File: config.mk
export PLATFORM = sky130hd
export DESIGN_NAME = div32_seq
export DESIGN_NICKNAME = d
export VERILOG_FILES = /design/src/rtl/div32_seq.sv
export SDC_FILE = /design/constraint.sdc
export NUM_CORES = 1
export LEC_CHECK = 0
export BUFFER_PORTS_ARGS = -buffer_cell sky130_fd_sc_hd__buf_2
export CAP_MARGIN = 20
export CORE_UTILIZATION = 36
export CTS_CLUSTER_SIZE = 25
export DETAILED_ROUTE_END_ITERATION = 10
export GPL_TIMING_DRIVEN = 0
export HOLD_SLACK_MARGIN = 0.15
export PLACE_DENSITY = 0.59
export SETUP_SLACK_MARGIN = 0.02
export SLEW_MARGIN = 20
export SYNTH_ARGS = -nofsm -noshare
export SYNTH_HDL_FRONTEND = slang
export SYNTH_SLANG_ARGS = --single-unit
File: constraint.sdc
create_clock -name clk -period 15.2 [get_ports clk]
set_input_delay 2.28 -clock clk [delete_from_list [all_inputs] [get_ports clk]]
set_output_delay 2.28 -clock clk [all_outputs]
set_load 0.05 [all_outputs]
File: src/rtl/div32_seq.sv
// Sequential 32-bit unsigned restoring divider: one quotient bit per clock,
// trial subtraction on a 33-bit carry-lookahead adder, start/clear/done control.
module div32_seq (
    input  logic        clk,
    input  logic        reset,
    input  logic        op_start,
    input  logic        op_clear,
    input  logic [31:0] dividend,
    input  logic [31:0] divisor,
    output logic [31:0] quotient,
    output logic [31:0] remainder,
    output logic        op_done,
    output logic        busy,
    output logic        div_by_zero
);

    typedef enum logic [1:0] {IDLE, EXEC, DONE} state_t;

    state_t      state_q, state_d;
    logic [31:0] q_q, q_d;
    logic [31:0] d_q, d_d;
    logic [32:0] r_q, r_d;
    logic [4:0]  count_q, count_d;
    logic        dbz_q, dbz_d;

    logic [32:0] r_shift;
    logic [31:0] q_shift;
    logic [33:0] trial;

    // Returns {carry_out, sum}; carries formed from generate/propagate terms.
    function automatic logic [33:0] cla33(input logic [32:0] a, input logic [32:0] b,
                                          input logic cin);
        logic [32:0] g;
        logic [32:0] p;
        logic [33:0] c;
        g    = a & b;
        p    = a ^ b;
        c[0] = cin;
        for (int i = 0; i < 33; i++) begin
            c[i+1] = g[i] | (p[i] & c[i]);
        end
        return {c[33], p ^ c[32:0]};
    endfunction

    assign r_shift = {r_q[31:0], q_q[31]};
    assign q_shift = {q_q[30:0], 1'b0};
    assign trial   = cla33(r_shift, ~{1'b0, d_q}, 1'b1);

    always_comb begin
        state_d = state_q;
        q_d     = q_q;
        d_d     = d_q;
        r_d     = r_q;
        count_d = count_q;
        dbz_d   = dbz_q;
        if (op_clear) begin
            state_d = IDLE;
            q_d     = 32'd0;
            d_d     = 32'd0;
            r_d     = 33'd0;
            count_d = 5'd0;
            dbz_d   = 1'b0;
        end else begin
            case (state_q)
                IDLE: begin
                    if (op_start) begin
                        count_d = 5'd0;
                        if (divisor == 32'd0) begin
                            state_d = DONE;
                            q_d     = '1;
                            d_d     = 32'd0;
                            r_d     = {1'b0, dividend};
                            dbz_d   = 1'b1;
                        end else begin
                            state_d = EXEC;
                            q_d     = dividend;
                            d_d     = divisor;
                            r_d     = 33'd0;
                            dbz_d   = 1'b0;
                        end
                    end
                end
                EXEC: begin
                    // Carry-out of the trial subtraction means no borrow.
                    if (trial[33]) begin
                        r_d = trial[32:0];
                        q_d = q_shift | 32'd1;
                    end else begin
                        r_d = r_shift;
                        q_d = q_shift;
                    end
                    count_d = count_q + 5'd1;
                    if (count_q == 5'd31) begin
                        state_d = DONE;
                    end
                end
                DONE: begin
                end
                default: state_d = IDLE;
            endcase
        end
    end

    always_ff @(posedge clk) begin
        if (reset) begin
            state_q <= IDLE;
            q_q     <= 32'd0;
            d_q     <= 32'd0;
            r_q     <= 33'd0;
            count_q <= 5'd0;
            dbz_q   <= 1'b0;
        end else begin
            state_q <= state_d;
            q_q     <= q_d;
            d_q     <= d_d;
            r_q     <= r_d;
            count_q <= count_d;
            dbz_q   <= dbz_d;
        end
    end

    assign op_done     = (state_q == DONE);
    assign busy        = (state_q == EXEC);
    assign quotient    = op_done ? q_q : 32'd0;
    assign remainder   = op_done ? r_q[31:0] : 32'd0;
    assign div_by_zero = op_done & dbz_q;

endmodule

==> impl_metrics.py <==
metrics = {
    "grt": {
        "grt_usage_pct": 21.59,
        "grt_pass1_wl_mm": 29.26,
        "busiest_layer": "met2",
        "overflow": 0,
        "grt_pass1_vias": 5379,
        "grt_antenna_before_repair": 0,
        "grt_max_degree": 16,
        "grtUsageMet3_pct": 3.665,
        "met2_usage_pct": 34.13,
        "met1_usage_pct": 29.71,
    },
    "clock_tree": {
        "clk_transition_reported_paths_ns": 0.07,
        "postCtsSetupBuffers": 0,
        "post_cts_resized": 0,
        "clock-sinks": 104,
        "cts_root_buf": "clkbuf_16",
        "clock_path_buffers": 2,
        "clock_latency_ns": 0.36,
        "ctsHtreeMaxLevel": 3,
        "cts-buffers-inserted": 9,
        "cts_tree": "built",
        "ctsHoldBuffers": 0,
    },
    "finish": {
        "final_cell_mix": "buf_2, a21oi_1, dfxtp_1",
        "nNetsFinal": 953,
        "antenna_cells": 0,
        "areaGrowthSynthToFinish_pct": 20.87,
        "drive_above_1_share_pct": 26.52,
        "final_common_cell": "buf_2",
    },
    "timing": {
        "holdWs_ns": 0.4622,
        "hold_viol_final": 0,
        "tightest_slew_ns": 0.7584,
        "setup-tns-final_ns": 0,
        "fin_crit_ns": 14.02,
        "grt_setup_unrepaired": "no",
        "setup_slack_ns": 1.181,
        "setup_violations": 0,
        "slew_headroom_pct": 49.44,
        "finalClockSkew_ns": 0.008631,
        "max_freq_ghz": 0.07133,
        "slew_violations": 0,
        "fin_crit_sh_pct": 92.23,
    },
    "floorplanning": {
        "num_rows": 46,
        "core_area_mm2": 0.01612,
        "die_w_um": 131.5,
        "io_pins": 135,
        "die_y_um": 131.5,
        "die_area_mm2": 0.01729,
        "initial_core_util_pct": 37.47,
    },
    "outcome": {
        "status": "completed",
    },
    "logic_synthesis": {
        "ys_types": 38,
        "synth_seq_cells": 104,
        "syn_area_per_cell_um2": 8.553,
        "ys_warn_count": 0,
        "syn_area_mm2": 0.006038,
        "synthesis.nets": 808,
        "ys_seq_area_share_pct": 34.48,
        "synthCells": 706,
    },
    "pwr": {
        "powerDensity_mw_per_mm2": 102.6,
        "max-vdd-ir-drop_v": 0.00005822,
        "p_leak_nw": 2.921,
    },
    "worst_setup_path": {
        "cp_max_fo": 10,
        "endpoint_kind": "flip-flop",
        "crit_top_cell": "fa_1",
        "reg2reg_from": "q_q[31]",
        "required_ns": 15.48,
        "crit_family": "adder cells",
        "startpoint": "q_q[31]",
        "worstSetupStartpointType": "flip-flop",
        "cp_num_buf_inv": 3,
        "slowest_delay_ns": 0.46,
        "cp.arrival_ns": 14.30,
        "critPathKind": "reg -> reg",
        "cp_slowest_cell": "clkbuf_1",
    },
    "routing": {
        "routedWlPerCell_um": 17.27,
        "drt_pass1_iterations": 5,
        "drtIter0Drc": 339,
        "antenna_left": 0,
        "routed_via_density": 5.330,
        "drc": 0,
        "vias": 5714,
        "routed_wirelength_mm": 18.51,
    },
    "hold_path": {
        "hold_start": "d_q[31]",
        "hp-class": "reg -> reg",
    },
    "placed_design": {
        "hpwl_mm": 14.35,
        "port_buffers": 134,
        "post-place-ws_ns": 1.316,
        "gp_congestion": 0.8141,
    },
    "run": {
        "cap_violations": 0,
    },
}
==> path summary, 6_finish.rpt <==
path         slack, ns  endpoint  cells past startpoint
max               1.18   r_q[10]                     39
min               0.46   d_q[31]                      2
max reg2reg       1.18   r_q[10]                     39
min reg2reg       0.46   d_q[31]                      2
==> cells in the mapped netlist <==
cell type	count	area, µm²
and3_1	1	6.260
or2_2	1	6.260
o21ai_0	4	20.02
a21oi_1	131	655.6
a221oi_1	2	17.52
nand2_2	1	6.260
o21a_1	1	7.510
inv_1	33	123.9
and4_1	2	17.52
buf_6	10	112.6
a211oi_1	1	7.510
nand2b_1	1	6.260
o221ai_1	32	280.3
o21ba_2	1	10.01
dfxtp_1	104	2082
a31o_2	1	8.760
fa_1	31	620.6
a221oi_2	28	420.4
mux2_2	2	22.52
nand3_1	2	10.01
inv_2	1	3.750
nor2_1	40	150.1
nor2b_1	1	6.260
or2_1	1	6.260
nor3b_1	1	7.510
and2_1	65	406.6
nand4_1	32	200.2
ha_1	3	37.54
nor2_2	1	6.260
o31ai_1	1	7.510
buf_4	3	22.52
nand2_1	65	244.0
nor4_1	8	50.05
nor3_1	32	160.2
o21bai_1	1	7.510
a22oi_1	3	22.52
clkbuf_1	30	112.6
buf_2	29	145.1
==> per-layer routing <==
layer / vias up / routed length (µm)
met1: 2710 / 8665
met3: 23 / 907
li1: 2795 / -
met5: - / 0
met2: 186 / 8591
met4: 0 / 345
==> through the flow <==
step | area, µm² | util [%] | power [W] | instances
5_1_grt | 7298 | 45.29 | 0.0007922 | 1072
3_5_place_dp | 6979 | 43.31 | 0.0005019 | 1056
3_3_place_gp | 6979 | 43.31 | 0.0004995 | 1056
6_report | 7298 | 45.29 | 0.0007486 | 1072
4_1_cts | 7298 | 45.29 | 0.0007528 | 1072
2_1_floorplan | 6038 | - | 0.0004440 | 706
==> kinds of logic after synthesis <==
| group | Yosys count | share of synthesized area [%] |
|---|---|---|
| muxes | 2 | 0.3730 |
| DFF | 104 | 34.48 |
| adders and majority gates | 34 | 10.90 |
| buffers and inverters | 106 | 8.620 |
| and+or+nand+nor | 254 | 21.36 |
| AOI/OAI and AO/OA | 206 | 24.26 |
==> cell type report <==
class | instances | area, µm²
Clock inverter | 2 | 35.03
Buffer | 72 | 392.9
Inverter | 34 | 127.6
Tap cell | 216 | 270.3
Clock buffer | 14 | 284.0
Sequential cell | 104 | 2082
Multi-Input combinational cell | 496 | 3436
Fill cell | 1672 | 8817
Timing Repair Buffer | 134 | 670.6
==> flip-flops by register name (all words and copies together) (netlist names) <==
register	cells
count_q	5
dbz_q	1
r_q	32
d_q	32
q_q	32
state_q	2
==> worst register-to-register path, delay by kind of cell, from the launching register on <==
family                     cells  cell delay (ns)
AOI/OAI and AO/OA              3             0.48
adders and majority gates     32            12.30
buffers and inverters          3             0.63
DFF                            1             0.44
and+or+nand+nor                1             0.11
==> power breakdown <==
part | total (W) | leakage, nW | internal (W) | switching, W
registers | 0.000297 | 0.848 | 0.000286 | 0.0000112
clock network | 0.000252 | 0.159 | 0.000146 | 0.000106
logic | 0.000199 | 1.91 | 0.0000769 | 0.000122
total | 0.000749 | 2.92 | 0.000508 | 0.000240
No activity file was read; power rests on OpenSTA's default activity.
